[config.mk]
export PLATFORM = sky130hd
export DESIGN_NAME = obstacle_scheduler
export DESIGN_NICKNAME = d
export VERILOG_FILES = /design/src/rtl/geodash_pkg.sv /design/src/rtl/obstacle_lane.sv /design/src/rtl/obstacle_scheduler.sv
export SDC_FILE = /design/constraint.sdc
export NUM_CORES = 1
export LEC_CHECK = 0
export BUFFER_PORTS_ARGS = -buffer_cell sky130_fd_sc_hd__buf_2
export CORE_MARGIN = 1.5
export CORE_UTILIZATION = 44
export CTS_CLUSTER_DIAMETER = 200
export DETAILED_ROUTE_END_ITERATION = 12
export SLEW_MARGIN = 10
export SYNTH_ARGS = -nofsm -noshare
export SYNTH_HDL_FRONTEND = slang
export SYNTH_SLANG_ARGS = --single-unit
[constraint.sdc]
create_clock -name Clk -period 5.3 [get_ports Clk]
set_clock_uncertainty 0.05 [all_clocks]
set_input_delay 1.06 -clock Clk [delete_from_list [all_inputs] [get_ports Clk]]
set_output_delay 1.06 -clock Clk [all_outputs]
set_load 0.005 [all_outputs]
[src/rtl/geodash_pkg.sv]
// Shared types and screen geometry for the Geometry Dash display pipeline.
package geodash_pkg;

  typedef enum logic [1:0] {IDLE, RUN, CRASH} sched_state_t;

  localparam logic [10:0] SCREEN_W  = 11'd640;
  localparam logic [10:0] FLOOR_ROW = 11'd437;
  localparam logic [10:0] CEIL_ROW  = 11'd42;

  // Spawn just past the right edge; park far outside any DrawX.
  localparam logic [10:0] DEF_SPAWN_X  = SCREEN_W + 11'd20;
  localparam logic [10:0] DEF_PARK_X   = 11'd1500;
  localparam logic [10:0] DEF_FLOOR_TY = FLOOR_ROW - 11'd9;
  localparam logic [10:0] DEF_CEIL_TY  = CEIL_ROW + 11'd5;

  // 16-bit Fibonacci LFSR, taps 16/14/13/11, shifting left.
  function automatic logic [15:0] lfsr_next(input logic [15:0] s);
    return {s[14:0], s[15] ^ s[13] ^ s[12] ^ s[10]};
  endfunction

endpackage

[src/rtl/obstacle_lane.sv]
// One obstacle lane: gap countdown, spawn at the right edge, scroll left, retire off the left edge.
module obstacle_lane
  import geodash_pkg::*;
#(
  parameter logic [6:0]  GAP_INIT = 7'd24,
  parameter logic [6:0]  MIN_GAP  = 7'd24,
  parameter logic [10:0] SPAWN_X  = DEF_SPAWN_X,
  parameter logic [10:0] PARK_X   = DEF_PARK_X
) (
  input  logic        Clk,
  input  logic        Reset,
  input  logic        tick,
  input  logic [3:0]  speed,
  input  logic [5:0]  gap_seed,
  input  logic        flip_seed,
  input  logic        enable,
  input  logic        clear,
  output logic [10:0] X,
  output logic        flip,
  output logic        retire
);

  logic        r_active, w_active_next;
  logic [10:0] r_x, w_x_next;
  logic [6:0]  r_gap, w_gap_next;
  logic        r_flip, w_flip_next;
  logic        w_step;
  logic        w_retire;

  assign w_step   = tick & enable & ~clear;
  // Retire before subtracting so X never wraps below zero.
  assign w_retire = w_step & r_active & (r_x <= {7'd0, speed});

  always_comb begin
    w_active_next = r_active;
    w_x_next      = r_x;
    w_gap_next    = r_gap;
    w_flip_next   = r_flip;
    if (clear) begin
      w_active_next = 1'b0;
      w_x_next      = PARK_X;
      w_gap_next    = GAP_INIT;
      w_flip_next   = 1'b0;
    end else if (w_step) begin
      if (r_active) begin
        if (w_retire) begin
          w_active_next = 1'b0;
          w_x_next      = PARK_X;
          w_flip_next   = 1'b0;
          w_gap_next    = MIN_GAP + {1'b0, gap_seed};
        end else begin
          w_x_next = r_x - {7'd0, speed};
        end
      end else if (r_gap <= 7'd1) begin
        // Spawn on the tick that exhausts the gap: a gap of N spawns on the Nth tick.
        w_active_next = 1'b1;
        w_x_next      = SPAWN_X;
        w_flip_next   = flip_seed;
      end else begin
        w_gap_next = r_gap - 7'd1;
      end
    end
  end

  always_ff @(posedge Clk) begin
    if (!Reset) begin
      r_active <= 1'b0;
      r_x      <= PARK_X;
      r_gap    <= GAP_INIT;
      r_flip   <= 1'b0;
    end else begin
      r_active <= w_active_next;
      r_x      <= w_x_next;
      r_gap    <= w_gap_next;
      r_flip   <= w_flip_next;
    end
  end

  assign X      = r_x;
  assign flip   = r_flip;
  assign retire = w_retire;

endmodule

[src/rtl/obstacle_scheduler.sv]
// Frame-rate obstacle controller: spawns, scrolls and retires a spike and a column lane.
// Define OBSTACLE_SPEEDUP_EN to raise scroll speed with score.
module obstacle_scheduler
  import geodash_pkg::*;
#(
  parameter logic [10:0] SPAWN_X    = DEF_SPAWN_X,
  parameter logic [10:0] PARK_X     = DEF_PARK_X,
  parameter logic [10:0] FLOOR_TY   = DEF_FLOOR_TY,
  parameter logic [10:0] CEIL_TY    = DEF_CEIL_TY,
  parameter logic [3:0]  BASE_SPEED = 4'd4,
  parameter logic [6:0]  MIN_GAP    = 7'd24,
  parameter logic [15:0] LFSR_SEED  = 16'hACE1
) (
  input  logic        Clk,
  input  logic        Reset,
  input  logic        frame_clk,
  input  logic        run,
  input  logic        will_collide,
  output logic [10:0] Triangle_X,
  output logic [10:0] Triangle_Y,
  output logic        is_flipped,
  output logic [10:0] Column_X,
  output logic        is_column_flipped,
  output logic        crashed,
  output logic [7:0]  score
);

  sched_state_t r_state, w_state_next;
  logic         r_frame_clk_q;
  logic [15:0]  r_lfsr;
  logic [7:0]   r_score, w_score_next;
  logic         w_frame_tick;
  logic         w_lane_en;
  logic         w_lane_step;
  logic         w_clear;
  logic [3:0]   w_speed;
  logic         w_retire_spike, w_retire_column;
  logic [8:0]   w_score_sum;

  assign w_frame_tick = frame_clk & ~r_frame_clk_q;
  // Collision and run=0 both block the lane update in the same cycle.
  assign w_lane_en    = (r_state == RUN) & run & ~will_collide;
  assign w_lane_step  = w_frame_tick & w_lane_en;
  assign w_clear      = (r_state == IDLE);

`ifdef OBSTACLE_SPEEDUP_EN
  assign w_speed = BASE_SPEED + {1'b0, r_score[7:5]};
`else
  assign w_speed = BASE_SPEED;
`endif

  obstacle_lane #(
    .GAP_INIT (MIN_GAP),
    .MIN_GAP  (MIN_GAP),
    .SPAWN_X  (SPAWN_X),
    .PARK_X   (PARK_X)
  ) u_spike (
    .Clk       (Clk),
    .Reset     (Reset),
    .tick      (w_frame_tick),
    .speed     (w_speed),
    .gap_seed  (r_lfsr[5:0]),
    .flip_seed (r_lfsr[6]),
    .enable    (w_lane_en),
    .clear     (w_clear),
    .X         (Triangle_X),
    .flip      (is_flipped),
    .retire    (w_retire_spike)
  );

  obstacle_lane #(
    .GAP_INIT (MIN_GAP + 7'd12),
    .MIN_GAP  (MIN_GAP),
    .SPAWN_X  (SPAWN_X),
    .PARK_X   (PARK_X)
  ) u_column (
    .Clk       (Clk),
    .Reset     (Reset),
    .tick      (w_frame_tick),
    .speed     (w_speed),
    .gap_seed  (r_lfsr[13:8]),
    .flip_seed (r_lfsr[7]),
    .enable    (w_lane_en),
    .clear     (w_clear),
    .X         (Column_X),
    .flip      (is_column_flipped),
    .retire    (w_retire_column)
  );

  always_comb begin
    w_state_next = r_state;
    unique case (r_state)
      IDLE:    if (run) w_state_next = RUN;
      RUN: begin
        if (!run)              w_state_next = IDLE;
        else if (will_collide) w_state_next = CRASH;
      end
      CRASH:   if (!run) w_state_next = IDLE;
      default: w_state_next = IDLE;
    endcase
  end

  assign w_score_sum = {1'b0, r_score} + {8'd0, w_retire_spike} + {8'd0, w_retire_column};

  always_comb begin
    w_score_next = r_score;
    if ((r_state == IDLE) && run) begin
      w_score_next = 8'd0;
    end else if (w_lane_step) begin
      w_score_next = w_score_sum[8] ? 8'hFF : w_score_sum[7:0];
    end
  end

  always_ff @(posedge Clk) begin
    if (!Reset) begin
      r_state       <= IDLE;
      r_frame_clk_q <= 1'b0;
      r_lfsr        <= LFSR_SEED;
      r_score       <= 8'd0;
    end else begin
      r_state       <= w_state_next;
      r_frame_clk_q <= frame_clk;
      r_score       <= w_score_next;
      if (w_lane_step) r_lfsr <= lfsr_next(r_lfsr);
    end
  end

  assign Triangle_Y = is_flipped ? CEIL_TY : FLOOR_TY;
  assign crashed    = (r_state == CRASH);
  assign score      = r_score;

endmodule
==> key figures <==
Status
  – Outcome: finished clean

Place
  – GP Congestion: 0.822
  – Setup slack at placement: 1810 ps
  – Placed cells: 550
  – Port-buffer cells: 37
  – Post-DP HPWL: 5.49 mm

Logic synthesis
  – Synth area leader: dfxtp_1
  – Cell variety after synth: 63
  – Synth warnings: 0
  – Most used flip-flop cell after synthesis: dfxtp_1
  – Asr flop ratio synth: 0
  – Top post-synthesis cells by area: dfxtp_1, nand2_1, ha_1
  – EDFF count, synth: 0
  – Syn_area_per_cell: about 8 µm²
  – Post-Synthesis Cells: 433
  – Cell area after synthesis: 3520 µm²
  – Sequential-to-total area share from yosys stat: 0.359
  – FF+latch count, synth: 63
  – Yosys top cell area share: 0.359

Critical path
  – Worst path required time: 5510 ps
  – Crit path kind: in2reg
  – Crit path launch type: input pin
  – Worst stage delay on the critical path: 390 ps
  – Critical path buffer and inverter count: 2
  – Family with the most delay on the worst path: simple AND/OR/NAND/NOR gates
  – CP arrival: 3340 ps
  – Flop-to-flop setup slack: about 2400 ps
  – CP max FO: 6
  – Cell chain of the critical path: buf_2, nor2b_1, and2_1, nand2_1, or2_2, fa_1, inv_1, ha_1, and3_1, a31oi_1, a311oi_1
  – Worst setup EP type: register
  – Critical path's slowest cell: fa_1

Global route
  – Pin count of the biggest net entering global routing: between 40 and 50
  – Global-route wire length before repair: roughly 13 mm
  – Global route overflow: 0
  – Vias in the first global route: 2765
  – Initial antenna violation count: 0
  – Total Routing Usage GR: 0.194

Timing
  – Crit path time final: 3130 ps
  – Endpoints failing hold: 0
  – Peak Freq: between 300 and 400 MHz
  – Final setup TNS: 0 ps
  – Slew @ Worst Pin: approximately 800 ps
  – # setup viols final: 0
  – Max_slew headroom: 0.456
  – Slew Viols, Final: 0
  – Unrepaired setup endpoints after global routing: false
  – Final worst-path setup slack: 2170 ps
  – Tcrit/Tclk final: 0.591

CTS
  – Post-cts hold buffer count: 0
  – CTS sink cnt: 63
  – Clock root cell: clkbuf_8
  – CTS max path bufs: 2
  – TritonCTS Buffers: 9
  – Postcts setup bufs: 0
  – Clock latency on the worst-skew pair: between 300 and 400 ps
  – CTS clk-pin slew, worst paths: 70 ps
  – TritonCTS clock tree: built
  – # H-tree levels: 3
  – Cts repair resizes: 0

Floorplan
  – Initial core utilization: 0.455
  – Core area: roughly 7700 µm²
  – Die H: a little over 90 µm
  – Die area: 8540 µm²
  – Row Count: 32
  – Die X: between 90 and 100 µm
  – I/O Pins: 49

Power and ir drop
  – Maximum vdd drop: between 0.09 and 0.1 mV
  – Pleak: 1.48 nW
  – PwrDens: 237 nW/µm²
  – Total Power: ~920 µW

Cells and area
  – Non-Filler Instances: 566
  – ANT cells: 0
  – Layout overhead on the synthesized area: 10.7%
  – Multi-input logic area: slightly above 2000 µm²
  – Fill cells: about 760
  – Sequential cell area: 1260 µm²
  – Fraction of layout cells with a size suffix above 1: 0.157
  – Total Nets Final: 476

Drt
  – Drt wl/cell: 14.1 µm
  – First drt pass iteration count: 4
  – Post-route ant nets: 0
  – Vias/cell: 5.50
  – Iteration-0 DRC Markers: 120
  – Via Count: 3112
  – DRC: 0
  – Final WL: 8.01 mm

Run
  – Max-cap violations: 0

Hold path
  – Min-Delay Path Class: reg2reg
[metal layers]
metal / routed length, µm / track usage / vias up
met5: 0 / 0 / -
met4: 131 / 0.0859 / 0
met3: 299 / 0.0337 / 11
met2: 3680 / 0.311 / 72
met1: 3900 / 0.255 / 1456
li1: - / - / 1573
[through the flow]
stage	area (µm²)	util	hold WS, ps
CTS	3890	0.504	432
detailed placement	3700	0.479	417
floorplan	3550	-	390
finish	3890	0.504	428
global placement	3700	0.479	403
global route	3890	0.504	456
[layout make-up]
class                      instances  area share
clock buffer                      12      0.0373
timing repair buffer              41      0.0553
sequential                        63       0.324
clock inverter                     4      0.0116
inverter                          21      0.0202
tap                              102      0.0328
multi-input combinational        323       0.519
[cell families after synthesis]
logic type,share of synthesized area
AND/OR/NAND/NOR,0.263
AO/OA/AOI/OAI,0.212
flip-flops,0.359
buffers and inverters,0.0765
XOR/XNOR,0.0324
adder cells (fa/ha/maj),0.0448
multiplexers,0.0114
other,0.00214
[layout by cell type (no fill, tap or decap), types with 4 or more instances in the layout]
cell type / netlist / final
buf_4: 14 / 4
a21oi_1: 24 / 24
clkbuf_8: 0 / 10
conb_1: 2 / 11
nand3_1: 13 / 13
nand2_1: 66 / 66
nand4_1: 5 / 5
o21ai_0: 22 / 22
nor2_1: 23 / 23
a21boi_0: 8 / 8
buf_2: 5 / 37
ha_1: 11 / 11
nor2b_1: 6 / 6
nor4_1: 5 / 5
xnor2_1: 8 / 8
mux2i_1: 4 / 4
xor2_1: 5 / 5
and3_1: 6 / 6
and2_1: 6 / 7
nor3_1: 17 / 17
o211ai_1: 12 / 12
dfxtp_1: 63 / 63
o21ai_1: 5 / 5
inv_1: 21 / 21
o31ai_1: 4 / 4
[cell usage after synthesis (all sizes together) (4+ instances only)]
master  instances
a211oi          4
a21boi          8
a21oi          24
and2            7
and3            6
buf            19
clkbuf         16
dfxtp          63
ha             11
inv            21
mux2i           4
nand2          66
nand3          13
nand4           5
nor2           23
nor2b           6
nor3           21
nor4            7
o211ai         12
o21ai          27
o31ai           4
xnor2           8
xor2            5
[worst reg2reg max path: cells and delay by family, from the launching register on]
family          cells  cell delay (ps)
compound gates      3              490
flops               1              440
buf+inv             1               70
fa+ha+maj           3              750
simple gates        3             1020
[state kept, by name (all words and copies together), names as in the netlist]
| signal | flops |
|---|---|
| r_frame_clk_q | 1 |
| r_lfsr | 16 |
| r_state | 2 |
| score | 8 |
| u_column.X | 9 |
| u_column.flip | 1 |
| u_column.r_active | 1 |
| u_column.r_gap | 7 |
| u_spike.X | 9 |
| u_spike.flip | 1 |
| u_spike.r_active | 1 |
| u_spike.r_gap | 7 |
[path summary, 6_finish.rpt]
path | startpoint | endpoint | cells past startpoint
max reg2reg | u_spike.X[2] | score[6] | 10
min | r_lfsr[4] | r_lfsr[4] | 2
min reg2reg | r_lfsr[4] | r_lfsr[4] | 2
max | run | score[6] | 11
[where the power goes]
part | switching, mW | leakage (nW) | total, mW | internal (mW)
Sequential | 0.00285 | 0.509 | 0.479 | 0.476
Clock | 0.187 | 0.100 | 0.415 | 0.228
Combinational | 0.0196 | 0.874 | 0.0284 | 0.00883
(Power assumes the default switching activity.)
